$ cat config.mk
export PLATFORM = sky130hd
export DESIGN_NAME = multi_pushbutton_processor
export DESIGN_NICKNAME = d
export VERILOG_FILES = /design/src/rtl/multi_pushbutton_processor.sv
export SDC_FILE = /design/constraint.sdc
export NUM_CORES = 1
export LEC_CHECK = 0
export CORE_ASPECT_RATIO = 2
export CORE_MARGIN = 2
export CORE_UTILIZATION = 65
export DETAILED_ROUTE_END_ITERATION = 7
export GPL_TIMING_DRIVEN = 1
export PLACE_DENSITY = 0.82
export SLEW_MARGIN = 10
export SYNTH_ARGS = -nofsm -noshare
export SYNTH_HDL_FRONTEND = slang
export SYNTH_SLANG_ARGS = --single-unit
$ cat constraint.sdc
create_clock -name clk_1khz -period 7.7 [get_ports clk_1khz]
set_input_delay 1.54 -clock clk_1khz [delete_from_list [all_inputs] [get_ports clk_1khz]]
set_output_delay 1.54 -clock clk_1khz [all_outputs]
set_load 0.02 [all_outputs]
$ cat src/rtl/multi_pushbutton_processor.sv
// N-channel pushbutton front end: synchronise, debounce and classify presses as short (count_up) or long (count_down).
// Define MPB_AUTOREPEAT_EN to repeat count_down every REPEAT_MS cycles while a long press is held.
module multi_pushbutton_processor #(
  parameter int NUM_BTN     = 4,
  parameter int DEBOUNCE_MS = 20,
  parameter int LONG_MS     = 2000,
  parameter int REPEAT_MS   = 250,
  parameter int ACTIVE_LOW  = 0
) (
  input  logic               clk_1khz,
  input  logic               rst_i,
  input  logic [NUM_BTN-1:0] pushbutton_i,
  output logic [NUM_BTN-1:0] count_up,
  output logic [NUM_BTN-1:0] count_down,
  output logic [NUM_BTN-1:0] pressed_o
);

  localparam int DB_W   = (DEBOUNCE_MS > 1) ? $clog2(DEBOUNCE_MS) : 1;
  localparam int HOLD_W = $clog2(LONG_MS + 1);
  localparam logic [DB_W-1:0]   DB_LAST   = DB_W'(DEBOUNCE_MS - 1);
  localparam logic [HOLD_W-1:0] HOLD_LONG = HOLD_W'(LONG_MS);
`ifdef MPB_AUTOREPEAT_EN
  localparam int REP_W = (REPEAT_MS > 1) ? $clog2(REPEAT_MS + 1) : 1;
  localparam logic [REP_W-1:0] REP_LAST = REP_W'(REPEAT_MS - 1);
`endif

  if (NUM_BTN < 1 || DEBOUNCE_MS < 1 || LONG_MS <= DEBOUNCE_MS || REPEAT_MS < 1) begin : g_bad_param
    $error("multi_pushbutton_processor: illegal parameter combination");
  end

  typedef enum logic [1:0] {S_IDLE = 2'd0, S_HELD = 2'd1, S_LONG = 2'd2} state_t;

  logic [NUM_BTN-1:0] w_raw;
  logic [NUM_BTN-1:0] r_sync_p0;
  logic [NUM_BTN-1:0] r_sync_p1;

  assign w_raw = (ACTIVE_LOW != 0) ? ~pushbutton_i : pushbutton_i;

  // Stage p0/p1: two-flop synchroniser on the polarity-corrected inputs
  always_ff @(posedge clk_1khz or posedge rst_i) begin
    if (rst_i) begin
      r_sync_p0 <= '0;
      r_sync_p1 <= '0;
    end else begin
      r_sync_p0 <= w_raw;
      r_sync_p1 <= r_sync_p0;
    end
  end

  for (genvar k = 0; k < NUM_BTN; k++) begin : g_ch
    logic [DB_W-1:0]   r_db_cnt;
    logic              r_deb;
    logic              w_toggle;
    logic              w_rise;
    logic              w_fall;
    state_t            r_state;
    state_t            w_state_nxt;
    logic [HOLD_W-1:0] r_hold_cnt;
    logic [HOLD_W-1:0] w_hold_nxt;
    logic              r_up;
    logic              r_down;
    logic              w_up_nxt;
    logic              w_down_nxt;
`ifdef MPB_AUTOREPEAT_EN
    logic [REP_W-1:0]  r_rep_cnt;
    logic [REP_W-1:0]  w_rep_nxt;
`endif

    // The FSM sees the debounced edge in the same cycle the level register flips
    assign w_toggle = (r_sync_p1[k] != r_deb) && (r_db_cnt == DB_LAST);
    assign w_rise   = w_toggle & ~r_deb;
    assign w_fall   = w_toggle &  r_deb;

    // Debounce stage: accept a level change only after DEBOUNCE_MS consecutive differing samples
    always_ff @(posedge clk_1khz or posedge rst_i) begin
      if (rst_i) begin
        r_db_cnt <= '0;
        r_deb    <= 1'b0;
      end else if (r_sync_p1[k] == r_deb) begin
        r_db_cnt <= '0;
      end else if (r_db_cnt == DB_LAST) begin
        r_db_cnt <= '0;
        r_deb    <= ~r_deb;
      end else begin
        r_db_cnt <= r_db_cnt + 1'b1;
      end
    end

    always_ff @(posedge clk_1khz or posedge rst_i) begin
      if (rst_i) begin
        r_state    <= S_IDLE;
        r_hold_cnt <= '0;
        r_up       <= 1'b0;
        r_down     <= 1'b0;
`ifdef MPB_AUTOREPEAT_EN
        r_rep_cnt  <= '0;
`endif
      end else begin
        r_state    <= w_state_nxt;
        r_hold_cnt <= w_hold_nxt;
        r_up       <= w_up_nxt;
        r_down     <= w_down_nxt;
`ifdef MPB_AUTOREPEAT_EN
        r_rep_cnt  <= w_rep_nxt;
`endif
      end
    end

    always_comb begin
      w_state_nxt = r_state;
      w_hold_nxt  = r_hold_cnt;
      w_up_nxt    = 1'b0;
      w_down_nxt  = 1'b0;
`ifdef MPB_AUTOREPEAT_EN
      w_rep_nxt   = r_rep_cnt;
`endif
      case (r_state)
        S_IDLE: begin
          if (w_rise) begin
            w_state_nxt = S_HELD;
            w_hold_nxt  = HOLD_W'(1);
          end
        end
        S_HELD: begin
          if (r_hold_cnt < HOLD_LONG) w_hold_nxt = r_hold_cnt + 1'b1;
          // Reaching the long threshold wins over a release landing on the same edge
          if (r_hold_cnt == HOLD_LONG) begin
            w_down_nxt  = 1'b1;
            w_state_nxt = w_fall ? S_IDLE : S_LONG;
`ifdef MPB_AUTOREPEAT_EN
            w_rep_nxt   = '0;
`endif
          end else if (w_fall) begin
            w_up_nxt    = 1'b1;
            w_state_nxt = S_IDLE;
          end
        end
        S_LONG: begin
          if (w_fall) begin
            w_state_nxt = S_IDLE;
`ifdef MPB_AUTOREPEAT_EN
            w_rep_nxt   = '0;
          end else if (r_rep_cnt == REP_LAST) begin
            w_down_nxt  = 1'b1;
            w_rep_nxt   = '0;
          end else begin
            w_rep_nxt   = r_rep_cnt + 1'b1;
`endif
          end
        end
        default: w_state_nxt = S_IDLE;
      endcase
    end

    assign count_up[k]   = r_up;
    assign count_down[k] = r_down;
    assign pressed_o[k]  = r_deb;
  end

endmodule
======== Yosys cells after proc, flatten, opt, wreduce, memory -nomap -nowiden ========
Cells that the tools add are included.
word-level totals
  word-level logic and storage cells ...... 166
  register bits after elaboration ......... 92
  input bits .............................. 6
  output and inout port bits .............. 12
cells by class
  $add $sub $neg .......................... 8
  reductions and logical operators ........ 20
  multiplexer cells ....................... 60
  order comparisons ....................... 4
  bitwise operators ....................... 16
  eq/ne operators ......................... 32
operator list
  cell                                                count
  two-way mux 11 bit                                  8
  one-hot mux 11 bit (2 select lines)                 4
  adder 11 x 1 -> 11 bit, second input constant       4
  == test 11 bit, second input constant               4
  less-than comparator 11 bit, second input constant  4
  two-way mux 5 bit                                   8
  two-way mux 2 bit                                   16
  one-hot mux 2 bit (3 select lines)                  4
  adder 5 x 1 -> 5 bit, second input constant         4
  == test 5 bit, second input constant                4
  two-way mux 1 bit                                   20
  inequality test 2 bit, second input constant        8
  AND reduction 3 bit                                 4
  bitwise AND 1 bit                                   8
  == test 2 x 1 -> 1 bit, second input constant       4
  == test 2 bit, second input constant                4
  logical NOT 2 bit                                   4
  NOT 1 bit                                           8
  AND reduction 2 bit                                 4
  nonzero test 2 bit                                  4
  == test 1 bit                                       4
  logical AND 1 bit                                   4
  inequality test 1 bit                               4

======== Longest topological paths before layout ========
  depth in word-level cells ............... 6
  mapped depth ............................ 6
  depth with buffers taken out ............ 6

======== Worst setup path after synthesis ========
No wires, ideal clock.
  path kind ............................... register -> output
  start point ............................. register g_ch[2].r_deb
  end point ............................... output pressed_o[2]
  required time ........................... 6.160 ns
  setup slack ............................. 5.581 ns
  data arrival time ....................... 0.579 ns
  stages on the path, launching flop included .. 2
  path through ............................ dfrtp_1 -> buf_4
RTL lines
  item                    line  RTL
  start, declared         52    logic r_deb;
  start signal, assigned  83    r_deb <= ~r_deb;
  end, declared           15    output logic [NUM_BTN-1:0] pressed_o
No word-level cell between the ends.

======== Worst setup path in the final report ========
  start point ............................. register g_ch[2].r_deb
  end point ............................... output pressed_o[2]
No word-level cell between the ends.

==> flow_summary.yaml <==
status:
  status: "finished, final reports clean"
placed_design:
  post-place-ws_ns: 4.595
  dp_hpwl_mm: 6.064
  gp_congestion: 0.8384
  port_buffers: 17
  placed_cells: 538
sta:
  rsz0062_at_grt: "no"
  hold_viol_final: 0
  drv_slew: 0
  worst-slew-pin-transition_ns: 0.9897
  period_share_pct: 38.90
  finClkSkew_ns: 0.006178
  tns_ns: 0
  setup_viol: 0
  setup_slack_ns: 4.705
  clock.fmax_mhz: 333.9
  slew-limit-headroom_pct: 34.02
  period_needed_ns: 2.995
routing:
  wl_per_cell_um: 15.69
  vias: 3446
  ant_nets: 0
  first_pass_iters: 4
  drt-initial-drc-count: 189
  drcViolationCount: 0
  vias_per_cell: 6.220
  finalWirelength_mm: 8.694
cts:
  postCtsHoldBufs: 0
  cts_buffers: 9
  clock_latency_ns: 0.34
  clock_sinks: 92
  htreeDepth: 3
  post_cts_resized: 0
  clk_path_buf_depth: 2
  post_cts_buffers: 0
  root_buffer: "clkbuf_16"
  path_clk_slew_ns: 0.06
  cts_tree: "yes"
die:
  num_rows: 43
  fp.dieH_um: 123.0
  initial_core_util_pct: 66.82
  die-area_sq_um: 7810
  die_x_um: 63.50
  ios: 18
  core_area_sq_um: 6887
worst_setup_path:
  cp-end-kind: "output pin"
  required_ns: 6.16
  r2r-end: "g_ch[0].r_hold_cnt[8]"
  startpoint: "g_ch[2].r_deb"
  start_kind: "flop"
  slowest_stage: "clkdlybuf4s50_1"
  crit_family: "buffers and inverters"
  reg2reg_setup_slack_ns: 5.58
  crit_type: "reg -> out"
  max_stage_delay_ns: 0.65
  critPathArrivalTime_ns: 1.46
  r2r-start: "g_ch[0].r_db_cnt[0]"
  worstPathCellList: "clkdlybuf4s50_1"
  cp_num_buf_inv: 1
  worst-r2r-cell-count: 5
  worstPathMaxFanout: 7
hold_path:
  hp-start: "r_sync_p0[0]"
  hold_depth: 0
  min_to: "r_sync_p1[0]"
  hp-class: "reg -> reg"
final_layout:
  fillCellCount: 550
  final_nets: 477
  regArea_sq_um: 2302
  area_delta_synth_final_pct: 9.870
  diodes: 0
  drive_gt1_share_pct: 6.250
  multi_input_area_sq_um: 2106
  fin_cells: 554
synthesis:
  synth_common_cells: "dfrtp_1 (92), nor2_1 (37), nand2_1 (28), nand3_1 (26), inv_1 (23)"
  ys.flop_type: "dfrtp_1"
  ys_warn_count: 0
  syn_area_per_cell_sq_um: 10.27
  yosysSeqAreaShare_pct: 50.03
  netlist_area_sq_um: 4602
  async_reset_ff_share_pct: 100.0
  syn_nets: 466
  syn_inst: 448
  synth_edf_count: 0
  synth_top_area_share_pct: 50.03
  yosysMostFrequentCell: "dfrtp_1"
  synth_cell_type_count: 61
  synth_largest_area_cell: "dfrtp_1"
  ys_ff_latch: 92
  synth_area_leaders: "dfrtp_1 (50%), ha_1 (3.3%), nor2_1 (3.0%), nand3_1 (2.8%), o31ai_1 (2.4%)"
global_route:
  grt_pass1_vias: 3561
  overflow: 0
  grt_usage_pct: 25.16
  antenna_found_initial: 0
  grt_start_max_net_pins: 80
  grt_first_pass_wirelength_mm: 15.64
pwr:
  max-vdd-ir-drop_uv: 240.9
  power.density_nw_per_um2: 218.7
  power.leakage_nw: 2.296
run:
  maxCapViolations: 0
[power breakdown]
part | total, mW | switching [mW] | internal, mW | leakage [nW]
registers | 0.572 | 0.0505 | 0.521 | 1.23
clock network | 0.404 | 0.179 | 0.225 | 0.135
logic | 0.129 | 0.0673 | 0.0619 | 0.934
[worst max path at each step]
stage                          end  slack [ns]  cells past startpoint
2_1_floorplan  g_ch[0].r_db_cnt[0]        3.77                      1
3_3_place_gp         g_ch[3].r_deb        4.66                      3
3_5_place_dp          r_sync_p1[3]        4.59                      3
4_1_cts               pressed_o[2]        4.69                      1
5_1_grt               pressed_o[2]        4.67                      1
6_report              pressed_o[2]        4.70                      1
[final cells by class]
cell class | count | area share [%]
Clock inverter | 5 | 0.5444
Tap cell | 90 | 2.227
Inverter | 23 | 1.732
Timing Repair Buffer | 18 | 3.514
Multi-Input combinational cell | 315 | 41.65
Clock buffer | 11 | 4.801
Sequential cell | 92 | 45.53
[state kept, by name, indices dropped and copies added, names as in the netlist]
register,cells
g_ch.r_hold_cnt,44
g_ch.r_db_cnt,20
g_ch.r_deb,4
g_ch.r_up,4
r_sync_p0,4
g_ch.r_down,4
g_ch.r_state,8
r_sync_p1,4
[placed cells by master, fill, tap and decap left out, types with 3 or more instances in the layout]
| cell | count |
|---|---|
| nor2_1 | 37 |
| a21o_1 | 3 |
| a2bb2oi_1 | 3 |
| o31ai_1 | 15 |
| xor2_1 | 12 |
| clkinv_2 | 5 |
| and2_1 | 3 |
| clkbuf_16 | 9 |
| ha_1 | 12 |
| nor2b_1 | 10 |
| or3_1 | 3 |
| nor3_1 | 12 |
| nand4b_1 | 3 |
| xnor2_1 | 8 |
| or4_1 | 8 |
| mux2_2 | 3 |
| and4_1 | 8 |
| nand4_1 | 9 |
| dfrtp_1 | 92 |
| clkdlybuf4s50_1 | 17 |
| nand3_1 | 26 |
| o2111ai_1 | 5 |
| mux2i_1 | 8 |
| inv_1 | 22 |
| a31oi_1 | 3 |
| nand2b_1 | 10 |
| nor4b_1 | 3 |
| nand2_1 | 28 |
| a211o_1 | 4 |
| and3_1 | 9 |
| o211ai_1 | 8 |
| a21oi_1 | 16 |
| o21ai_0 | 10 |
[kinds of logic after synthesis]
family / after synthesis / share of synthesized area [%]
simple gates: 186 / 22.81
flops: 92 / 50.03
compound gates: 86 / 13.27
buf+inv: 41 / 4.350
xor+xnor: 20 / 3.806
fa+ha+maj: 12 / 3.263
mux: 11 / 2.474
[stage by stage]
step	power [mW]	utilization, %	area (sq um)	hold slack (ns)
finish	1.106	73.42	5056	0.3494
global route	1.157	73.42	5056	0.3602
CTS	1.114	73.33	5050	0.3528
detailed placement	0.7101	69.40	4780	0.3379
global placement	0.7013	69.40	4780	0.3336
floorplan	0.6714	-	4602	0.3312
[routing by layer]
layer / track usage (%) / vias to the layer above / part of all wire (%)
li1: - / 1650 / -
met1: 26.78 / 1739 / 38
met2: 47.63 / 35 / 58
met3: 3.822 / 22 / 1.8
met4: 11.96 / 0 / 2.6
met5: 0 / - / 0
No activity file was read; power rests on OpenSTA's default activity.
